$ cat src/rtl/program_loader.sv
// Instruction-memory loader: parses 0xA5-framed byte streams into 16-bit words,
// writes them to imem and holds the core in reset until a frame checksums good.
module program_loader #(
    parameter int ADDR_W    = 5,
    parameter int DATA_W    = 16,
    parameter int NUM_WORDS = 32
) (
    input  logic              clock_i,
    input  logic              reset_i,
    input  logic              rx_valid_i,
    input  logic [7:0]        rx_data_i,
    output logic              rx_ready_o,
    output logic              imem_we_o,
    output logic [ADDR_W-1:0] imem_addr_o,
    output logic [DATA_W-1:0] imem_wdata_o,
    output logic              core_reset_o,
    output logic              load_done_o,
    output logic              load_error_o,
    output logic [5:0]        word_count_o
);

    localparam logic [7:0] SOF = 8'hA5;

    typedef enum logic [2:0] {
        S_IDLE,
        S_COUNT,
        S_HI,
        S_LO,
        S_CHECK,
        S_DONE,
        S_ERROR
    } state_t;

    state_t              state_q, state_d;
    logic [7:0]          hi_q, hi_d;
    logic [7:0]          chk_q, chk_d;
    logic [5:0]          nwords_q, nwords_d;
    logic [5:0]          count_q, count_d;
    logic [ADDR_W-1:0]   addr_q, addr_d;
    logic [DATA_W-1:0]   wdata_q, wdata_d;
    logic                we_q, we_d;
    logic                core_reset_q, core_reset_d;
    logic                done_q, done_d;
    logic                error_q, error_d;
    logic                accept;
    logic                count_ok;

    // The write-strobe cycle is the only cycle in which bytes are refused.
    assign rx_ready_o = ~we_q;
    assign accept     = rx_valid_i & ~we_q;
    assign count_ok   = (rx_data_i != 8'd0) && (rx_data_i <= 8'(NUM_WORDS));

    always_comb begin
        state_d      = state_q;
        hi_d         = hi_q;
        chk_d        = chk_q;
        nwords_d     = nwords_q;
        count_d      = count_q;
        addr_d       = addr_q;
        wdata_d      = wdata_q;
        we_d         = 1'b0;
        core_reset_d = core_reset_q;
        done_d       = done_q;
        error_d      = error_q;

        if (accept) begin
            case (state_q)
                S_IDLE, S_DONE, S_ERROR: begin
                    if (rx_data_i == SOF) begin
                        state_d      = S_COUNT;
                        core_reset_d = 1'b1;
                        done_d       = 1'b0;
                        error_d      = 1'b0;
                    end
                end
                S_COUNT: begin
                    if (count_ok) begin
                        state_d  = S_HI;
                        nwords_d = rx_data_i[5:0];
                        count_d  = 6'd0;
                        chk_d    = 8'd0;
                        addr_d   = '0;
                    end else begin
                        state_d = S_ERROR;
                        error_d = 1'b1;
                    end
                end
                S_HI: begin
                    hi_d    = rx_data_i;
                    chk_d   = chk_q ^ rx_data_i;
                    state_d = S_LO;
                end
                S_LO: begin
                    chk_d   = chk_q ^ rx_data_i;
                    we_d    = 1'b1;
                    wdata_d = DATA_W'({hi_q, rx_data_i});
                    addr_d  = ADDR_W'(count_q);
                    count_d = count_q + 6'd1;
                    state_d = (count_q + 6'd1 == nwords_q) ? S_CHECK : S_HI;
                end
                S_CHECK: begin
                    if (rx_data_i == chk_q) begin
                        state_d      = S_DONE;
                        done_d       = 1'b1;
                        core_reset_d = 1'b0;
                    end else begin
                        state_d = S_ERROR;
                        error_d = 1'b1;
                    end
                end
                default: state_d = S_IDLE;
            endcase
        end
    end

    always_ff @(posedge clock_i) begin
        if (reset_i) begin
            state_q      <= S_IDLE;
            hi_q         <= 8'd0;
            chk_q        <= 8'd0;
            nwords_q     <= 6'd0;
            count_q      <= 6'd0;
            addr_q       <= '0;
            wdata_q      <= '0;
            we_q         <= 1'b0;
            core_reset_q <= 1'b1;
            done_q       <= 1'b0;
            error_q      <= 1'b0;
        end else begin
            state_q      <= state_d;
            hi_q         <= hi_d;
            chk_q        <= chk_d;
            nwords_q     <= nwords_d;
            count_q      <= count_d;
            addr_q       <= addr_d;
            wdata_q      <= wdata_d;
            we_q         <= we_d;
            core_reset_q <= core_reset_d;
            done_q       <= done_d;
            error_q      <= error_d;
        end
    end

    assign imem_we_o    = we_q;
    assign imem_addr_o  = addr_q;
    assign imem_wdata_o = wdata_q;
    assign core_reset_o = core_reset_q;
    assign load_done_o  = done_q;
    assign load_error_o = error_q;
    assign word_count_o = count_q;

endmodule

$ cat config.mk
export PLATFORM = sky130hd
export DESIGN_NAME = program_loader
export DESIGN_NICKNAME = d
export VERILOG_FILES = /design/src/rtl/program_loader.sv
export SDC_FILE = /design/constraint.sdc
export NUM_CORES = 1
export LEC_CHECK = 0
export ABC_AREA = 1
export CORE_ASPECT_RATIO = 2
export CORE_MARGIN = 5
export CORE_UTILIZATION = 53
export CTS_CLUSTER_SIZE = 20
export DETAILED_ROUTE_END_ITERATION = 16
export MAX_ROUTING_LAYER = met4
export PLACE_DENSITY = 0.87
export SETUP_SLACK_MARGIN = 0.3
export SYNTH_ARGS = -nofsm -noshare
export SYNTH_HDL_FRONTEND = slang
export SYNTH_SLANG_ARGS = --single-unit
$ cat constraint.sdc
create_clock -name clock_i -period 1.8 [get_ports clock_i]
set_input_delay 0.45 -clock clock_i [delete_from_list [all_inputs] [get_ports clock_i]]
set_output_delay 0.45 -clock clock_i [all_outputs]
set_load 0.01 [all_outputs]
==> impl_metrics.env, run 1 <==
export IMPL_synth_most_common_cell="nand2_1"
export IMPL_hold_buffers=0
export IMPL_rsz0062_at_grt="yes"
export IMPL_core_sq_mm=0.00482
export IMPL_crit_buf_inv=5
export IMPL_syn2layout_area_growth_pct=60.3
export IMPL_synth_edf_count=0
export IMPL_crit_type="input port to flop"
export IMPL_antenna_found_initial=0
export IMPL_cts_tree="done"
export IMPL_start_util_pct=54.1
export IMPL_drc=0
export IMPL_seq_area_sq_mm=0.00115
export IMPL_fin_nets=473
export IMPL_setup_violations=0
export IMPL_end_kind="flop"
export IMPL_dieArea_sq_mm=0.00650
export IMPL_p_leak_nw=1.79
export IMPL_wl_per_cell_um=24.3
export IMPL_finalHoldViolCount=0
export IMPL_vdd_drop_max_mv=0.739
export IMPL_drt_iter0_markers=459
export IMPL_power_density_mw_per_mm2=531
export IMPL_tightestPinTransition_ps=312
export IMPL_fin_cells=519
export IMPL_max_cap_violations=0
export IMPL_required_ps=2030
export IMPL_period_needed_ps=1770
export IMPL_cp_start_kind="input port"
export IMPL_dp_cells=484
export IMPL_multi_input_area_sq_mm=0.00172
export IMPL_die_y_um=109
export IMPL_timing_rr_start="state_q[1]"
export IMPL_crit_chain="buf_8 -> inv_6 -> nand4_1 -> o21bai_4 -> buf_4 -> buf_4 -> nand4_1 -> buf_6 -> o21ai_0 -> a21oi_1"
export IMPL_synthArstFlopShare_pct=0
export IMPL_r2r_slack_ps=40
export IMPL_final_max_slew_violation_count=0
export IMPL_port_buffers=42
export IMPL_row_count=36
export IMPL_die_x_um=59.6
export IMPL_run_status="finished, final reports clean"
export IMPL_wl_um=12600
export IMPL_insertedDiodeCount=0
export IMPL_dp_hpwl_um=5410
export IMPL_grt_start_max_net_pins=35
export IMPL_yosys_area_top_type="dfxtp_1"
export IMPL_drive_gt1_share_pct=39.4
export IMPL_ys_types=32
export IMPL_arrival_ps=2000
export IMPL_ys_seq_elements=56
export IMPL_gp_congestion=0.902
export IMPL_num_vias=3464
export IMPL_viasPerCell=6.67
export IMPL_synth_area_sq_mm=0.00261
export IMPL_path_delay_family="buffers and inverters"
export IMPL_post_route_util_pct=86.7
export IMPL_crit_cells=10
export IMPL_yosys_area_top_type_share_pct=43.0
export IMPL_synthesis_nets=376
export IMPL_first_pass_iters=5
export IMPL_clk_pin_slew_worst_paths_ps=120
export IMPL_yosysWarnings=0
export IMPL_pin_count=43
export IMPL_grt_ovfl_total=0
export IMPL_synth_top_cells_by_area="dfxtp_1, nand2_1, o21ai_0"
export IMPL_cp_max_fo=6
export IMPL_clock_sinks=56
export IMPL_slowest_stage="o21ai_0"
export IMPL_dpl_cell_area_sq_mm=0.00340
export IMPL_grt_usage_pct=33.6
export IMPL_n_fill_cell=211
export IMPL_first_global_vias=3234
export IMPL_hp_class="flop to flop"
export IMPL_max_clock_freq_ghz=0.565
export IMPL_clk_latency_ps=340
export IMPL_fin_tns_setup_ps=0
export IMPL_avgSynthCellArea_sq_um=7.16
export IMPL_cts_buffers=5
export IMPL_r2r_end="nwords_q[3]"
export IMPL_cts_htree_levels=2
export IMPL_finalInstanceArea_sq_mm=0.00418
export IMPL_clock_path_buffers=2
export IMPL_fin_skew_ps=14.3
export IMPL_ant_nets=0
export IMPL_yosys_top_cells_count="nand2_1, dfxtp_1, nor2_1"
export IMPL_period_share_pct=98.3
export IMPL_slowest_delay_ps=230
export IMPL_grt_pass1_wl_um=15900
export IMPL_crit_end="nwords_q[3]"
export IMPL_yosysSeqAreaShare_pct=43.0
export IMPL_synthFlopType="dfxtp_1"
export IMPL_clock_root_buffer="clkbuf_8"
export IMPL_crit_start="rx_data_i[1]"
export IMPL_synthCells=364
export IMPL_ff2ff_path_depth=7
export IMPL_relSlewSlack_pct=79.0
power by group:
part	switching, mW	internal [mW]
registers	0.000566	1.23
logic	0.126	0.107
clock network	0.443	0.314
total	0.569	1.65
state kept, by name, summed over array words and instances (netlist names):
| signal | flops |
|---|---|
| nwords_q | 6 |
| imem_we_o | 1 |
| core_reset_o | 1 |
| imem_addr_o | 5 |
| load_done_o | 1 |
| state_q | 3 |
| load_error_o | 1 |
| word_count_o | 6 |
| imem_wdata_o | 16 |
| chk_q | 8 |
| hi_q | 8 |
routing by layer:
metal  routed length, um  vias up  GRT usage (%)
met5                   0        -              -
met4                1140        0           25.0
met3                1150      123           6.16
met2                6330      349           55.2
met1                3980     1595           34.3
li1                    -     1397              -
logic make-up after synthesis:
logic type	synth area share [%]
DFF	43.0
and+or+nand+nor	24.9
buffers and inverters	8.45
AOI/OAI and AO/OA	20.5
xor gates and xnor gates	2.69
adders and majority gates	0.480
worst min path at each step:
stage          cells after the start          from           end  slack, ps
2_1_floorplan                      2   nwords_q[1]   nwords_q[1]        440
5_1_grt                            2  load_error_o  load_error_o        490
3_3_place_gp                       2  load_error_o  load_error_o        450
6_report                           2  load_error_o  load_error_o        460
4_1_cts                            2  load_error_o  load_error_o        470
3_5_place_dp                       2  load_error_o  load_error_o        450
placed cells by master (no fill, tap or decap), drive strengths merged:
cell           Yosys  final
clkdlybuf4s50      0      1
dlygate4sd2        0     32
clkinvlp           0      1
nor3               6      6
nand3             17     17
nand4              7      7
o21bai             2      2
or2                1      1
buf                9     69
xnor2              8      8
o21ai             46     46
dlymetal6s2s       0      1
ha                 1      1
inv               36     36
nand2             62     63
clkbuf             7      9
a22oi              7      7
dfxtp             56     56
a21oi             42     42
o211ai             1      1
nor2              56     56
timing repair:
item,CTS,global route
endpoints found under the setup margin,79,55
pin swaps,26,32
resized for setup,110,99
setup buffers,11,12
cloned,2,2
area by class of cell:
type / count / area share, %
Sequential cell: 56 / 27.6
Timing Repair Buffer: 105 / 23.5
Clock buffer: 7 / 2.07
Tap cell: 57 / 1.71
Clock inverter: 1 / 0.180
Multi-Input combinational cell: 257 / 41.3
Inverter: 36 / 3.65
metrics by stage:
| stage | hold slack, ps | total power, mW | setup WS, ps |
|---|---|---|---|
| final | 461 | 2.22 | 30.0 |
| after global placement | 450 | 1.41 | -346 |
| after global routing | 492 | 2.25 | -51.9 |
| after detailed placement | 453 | 1.41 | -414 |
| after floorplan | 444 | 1.33 | 288 |
| after CTS | 466 | 2.15 | 259 |
worst reg2reg max path: cells and delay by family (launching register included):
| family | cells | cell delay [ps] |
|---|---|---|
| AO/OA/AOI/OAI | 2 | 320 |
| buffers and inverters | 2 | 280 |
| AND/OR/NAND/NOR | 3 | 670 |
| flip-flops | 1 | 390 |
Note: power is estimated with default switching activity, not from simulation.
==> inputs of run 2 (changes only) <==
TNS_END_PERCENT = 1   (was unset)
==> run 2 against run 1 <==
Compared with the run above:
- sequential power about the same
- worst hold slack better by 2.2 ps
- highest routed layer unchanged
- clock-buffer cell count down 1
- first-iteration DRC count down 83%
- critical path depth down 9
==> impl_metrics.env, run 2 (synthesis results as in run 1) <==
export IMPL_drt_iter0_markers=80
export IMPL_cts_buffers=5
export IMPL_clk_pin_slew_worst_paths_ps=90
export IMPL_max_clock_freq_ghz=0.580
export IMPL_syn2layout_area_growth_pct=39.2
export IMPL_post_route_util_pct=75.3
export IMPL_mostFrequentLayoutCell="nand2_1"
export IMPL_pre_cts_ws_ps=-413
export IMPL_core_sq_mm=0.00482
export IMPL_clock_sinks=56
export IMPL_max_cap_violations=0
export IMPL_gp_congestion=0.951
export IMPL_cp_start_kind="flop"
export IMPL_cp_max_fo=7
export IMPL_wl_per_cell_um=14.8
export IMPL_grt_ovfl_total=0
export IMPL_ant_nets=0
export IMPL_slowest_stage="clkdlybuf4s50_1"
export IMPL_crit_chain="clkdlybuf4s50_1"
export IMPL_arrival_ps=1270
export IMPL_fin_skew_ps=6.95
export IMPL_pin_count=43
export IMPL_relSlewSlack_pct=76.7
export IMPL_crit_type="flop to output port"
export IMPL_first_global_vias=2813
export IMPL_num_vias=2752
export IMPL_first_pass_iters=5
export IMPL_drc=0
export IMPL_drive_gt1_share_pct=21.6
export IMPL_insertedDiodeCount=0
export IMPL_n_fill_cell=325
export IMPL_port_buffers=42
export IMPL_period_share_pct=95.8
export IMPL_dieArea_sq_mm=0.00650
export IMPL_antenna_found_initial=0
export IMPL_vdd_drop_max_mv=1.02
export IMPL_seq_area_sq_mm=0.00114
export IMPL_clock_root_buffer="clkbuf_8"
export IMPL_worst_slack_ps=75.2
export IMPL_clock_path_buffers=2
export IMPL_end_kind="output port"
export IMPL_rsz0062_at_grt="yes"
export IMPL_viasPerCell=5.48
export IMPL_dp_hpwl_um=5570
export IMPL_dpl_cell_area_sq_mm=0.00343
export IMPL_hold_buffers=0
export IMPL_finalHoldViolCount=0
export IMPL_cts_htree_levels=2
export IMPL_final_max_slew_violation_count=0
export IMPL_cts_tree="done"
export IMPL_fin_nets=456
export IMPL_fin_total_pwr_mw=2.10
export IMPL_period_needed_ps=1720
export IMPL_final_cell_mix="nand2_1, dfxtp_1, nor2_1"
export IMPL_p_leak_nw=1.51
export IMPL_grt_start_max_net_pins=35
export IMPL_setup_violations=0
export IMPL_clk_latency_ps=330
export IMPL_grt_pass1_wl_um=12600
export IMPL_finalInstanceArea_sq_mm=0.00363
export IMPL_power_density_mw_per_mm2=579
export IMPL_hp_class="flop to flop"
export IMPL_start_util_pct=54.1
export IMPL_slowest_delay_ps=540
export IMPL_multi_input_area_sq_mm=0.00138
export IMPL_row_count=36
export IMPL_path_delay_family="buffers and inverters"
export IMPL_required_ps=1350
export IMPL_wl_um=7440
export IMPL_run_status="finished, final reports clean"
export IMPL_grt_usage_pct=26.2
export IMPL_largest_reg_flops=16
export IMPL_die_y_um=109
export IMPL_tightestPinTransition_ps=348
export IMPL_die_x_um=59.6
export IMPL_crit_buf_inv=1
[run 2: changes by cell type in the layout (fill, tap and decap cells not counted), moves of 5 or more]
cell | before | now
dlygate4sd2_1 | 32 | 11
buf_6 | 12 | 2
inv_2 | 9 | 2
nand2_4 | 9 | 3
dfxtp_1 | 43 | 50
nand3_2 | 5 | 0
nand2_2 | 16 | 4
nor2_4 | 8 | 1
nor2_1 | 44 | 49
inv_1 | 22 | 33
o21ai_0 | 37 | 42
clkdlybuf4s50_1 | 1 | 30
nand3_1 | 12 | 17
nand2_1 | 35 | 55
[run 2: power breakdown]
group | internal (mW) | switching (mW) | total [mW]
Combinational | 0.0781 | 0.0835 | 0.162
Sequential | 1.23 | 0.000396 | 1.23
Clock | 0.279 | 0.426 | 0.705
Total | 1.59 | 0.510 | 2.10
[run 2: worst paths after layout]
path	from	end	slack, ps	cells after the start
max	word_count_o[4]	word_count_o[4]	80	1
min reg2reg	load_error_o	load_error_o	460	2
max reg2reg	state_q[1]	imem_wdata_o[1]	180	7
min	load_error_o	load_error_o	460	2
[run 2: final cells by class]
| type | instances | share of cell area [%] |
|---|---|---|
| Tap cell | 57 | 1.97 |
| Clock inverter | 2 | 0.379 |
| Timing Repair Buffer | 89 | 22.2 |
| Inverter | 36 | 3.86 |
| Sequential cell | 56 | 31.4 |
| Multi-Input combinational cell | 256 | 38.2 |
| Clock buffer | 6 | 2.00 |
[run 2: routing by layer]
| metal | up-vias | global-route usage, % | share of wire [%] |
|---|---|---|---|
| li1 | 1352 | - | - |
| met1 | 1283 | 26.1 | 35 |
| met2 | 83 | 44.6 | 55 |
| met3 | 34 | 4.38 | 3.7 |
| met4 | 0 | 18.2 | 6.1 |
| met5 | - | - | 0 |
[run 2: through the flow]
stage	instances	hold WS [ps]	setup TNS, ps
after global routing	502	495	0
after CTS	502	464	0
after global placement	490	443	-9560
after detailed placement	490	450	-11150
final	502	464	0
after floorplan	364	444	0
[run 2: what timing repair did]
item	in CTS	in global routing
pin swaps	9	1
endpoints found under the setup margin	79	88
setup buffers	4	0
resized for setup	27	9
hold endpoints to repair	0	0
==> inputs of run 3 (changes only) <==
RECOVER_POWER = 100   (was unset)
==> run 3 against run 2 <==
Compared with the run above:
- sequential share of layout area increased by 0.45 points
- utilization decreased by 1.2 points
- clock-buffer cell count unchanged
- critical path type unchanged
- critical path depth unchanged
- register-to-register slack about the same
- sequential power about the same
- clock skew about the same
- largest power group unchanged
- fmax increased by 0.19%
- setup slack improved by 3.3 ps
- clock power decreased by 1%
- die area unchanged
==> impl_metrics.env, run 3 (synthesis results as in run 1) <==
export IMPL_drt_iter0_markers=86
export IMPL_wl_met2_um=4120
export IMPL_crit_buf_inv=1
export IMPL_first_global_vias=2813
export IMPL_grt_pass1_wl_um=12600
export IMPL_cp_start_kind="flop"
export IMPL_min_path_cells=2
export IMPL_crit_type="flop to output port"
export IMPL_dr_wl_met3_um=279
export IMPL_max_cap_violations=0
export IMPL_dp_hpwl_um=5570
export IMPL_die_y_um=109
export IMPL_fin_nets=456
export IMPL_finalHoldViolCount=0
export IMPL_cts_buffers=5
export IMPL_drc=0
export IMPL_fin_total_pwr_mw=2.09
export IMPL_viasPerCell=5.45
export IMPL_port_buffers=42
export IMPL_clock_root_buffer="clkbuf_8"
export IMPL_clock_path_buffers=2
export IMPL_drive_gt1_share_pct=19.3
export IMPL_run_status="finished, final reports clean"
export IMPL_clk_pin_slew_worst_paths_ps=100
export IMPL_start_util_pct=54.1
export IMPL_dieArea_sq_mm=0.00650
export IMPL_p_leak_nw=1.52
export IMPL_tightestPinTransition_ps=319
export IMPL_slowest_delay_ps=610
export IMPL_largest_reg_flops=16
export IMPL_final_cell_mix="nand2_1, nor2_1, dfxtp_1"
export IMPL_slowest_stage="dlygate4sd3_1"
export IMPL_worst_slack_ps=78.6
export IMPL_min_to="load_error_o"
export IMPL_period_needed_ps=1720
export IMPL_wl_um=7400
export IMPL_grt_start_max_net_pins=35
export IMPL_period_share_pct=95.6
export IMPL_arrival_ps=1270
export IMPL_pin_count=43
export IMPL_fin_skew_ps=7.12
export IMPL_gp_congestion=0.951
export IMPL_antenna_found_initial=0
export IMPL_hold_buffers=0
export IMPL_ff2ff_path_depth=8
export IMPL_rsz0062_at_grt="yes"
export IMPL_clk_latency_ps=320
export IMPL_relSlewSlack_pct=78.6
export IMPL_end_kind="output port"
export IMPL_final_max_slew_violation_count=0
export IMPL_core_sq_mm=0.00482
export IMPL_die_x_um=59.6
export IMPL_power_density_mw_per_mm2=586
export IMPL_num_vias=2734
export IMPL_wl_per_cell_um=14.7
export IMPL_first_pass_iters=4
export IMPL_vdd_drop_max_mv=1.01
export IMPL_row_count=36
export IMPL_wl_met1_um=2550
export IMPL_routed_top_layer="met4"
export IMPL_pre_cts_ws_ps=-413
export IMPL_required_ps=1350
export IMPL_crit_chain="dlygate4sd3_1"
export IMPL_mostFrequentLayoutCell="nand2_1"
export IMPL_cts_htree_levels=2
export IMPL_max_clock_freq_ghz=0.581
export IMPL_dp_cells=490
export IMPL_ant_nets=0
export IMPL_hp_start="load_error_o"
export IMPL_grt_usage_pct=26.2
export IMPL_setup_violations=0
export IMPL_grt_ovfl_total=0
export IMPL_cts_tree="done"
export IMPL_timing_rr_start="state_q[1]"
export IMPL_clock_sinks=56
export IMPL_cp_max_fo=2
export IMPL_insertedDiodeCount=0
export IMPL_hp_class="flop to flop"
export IMPL_syn2layout_area_growth_pct=36.9
export IMPL_r2r_end="imem_wdata_o[9]"
export IMPL_r2r_slack_ps=170
export IMPL_fin_cells=502
export IMPL_path_delay_family="buffers and inverters"
## run 3: area by class of cell
class / instances / area (sq um)
flip-flops and latches: 56 / 1140
repair buffers: 89 / 786
clock inverters: 2 / 13.8
well taps: 57 / 71.3
multi-input cells: 256 / 1350
clock buffers: 6 / 72.6
fillers: 337 / 1250
inverters: 36 / 140
## run 3: worst max-delay path by stage
stage	endpoint	depth (start not counted)	slack, ps	start
final	imem_wdata_o[3]	1	80	imem_wdata_o[3]
after global routing	imem_addr_o[2]	10	30	rx_data_i[3]
after CTS	word_count_o[5]	1	60	word_count_o[5]
after detailed placement	core_reset_o	12	-410	rx_data_i[0]
after global placement	load_error_o	9	-390	rx_data_i[0]
after floorplan	imem_addr_o[3]	10	280	rx_data_i[5]
## run 3: worst register-to-register path: stages (launching register included)
cell     delay (ps)
dfxtp_1         460
nand2_2         160
nor2_1          190
inv_1            80
nor2_1          160
inv_1           150
buf_12          170
nor2_1          100
nor2_1           50
## run 3: power by group
part	internal, mW	switching [mW]
Sequential	1.23	0.000389
Clock	0.278	0.419
Combinational	0.0768	0.0825
Total	1.59	0.502
## run 3: metal layers
layer  GRT usage, %  vias to the layer above
met5              -                        -
met4           18.2                        0
met3           4.38                       37
met2           44.6                       88
met1           26.1                     1255
li1               -                     1354
## run 3: repair_timing
action | CTS | global route
resized for setup | 27 | 9
setup buffers | 4 | 0
pin swaps | 9 | 1
endpoints found under the setup margin | 79 | 88
gates cloned | 0 | 0
## run 3: through the flow
step	hold slack [ps]	area (sq um)	TNS [ps]	util (%)
floorplan	444	2670	0	-
global placement	443	3430	-9560	71.2
detailed placement	450	3430	-11150	71.2
CTS	464	3590	0	74.6
global route	492	3570	0	74.0
finish	461	3570	0	74.0
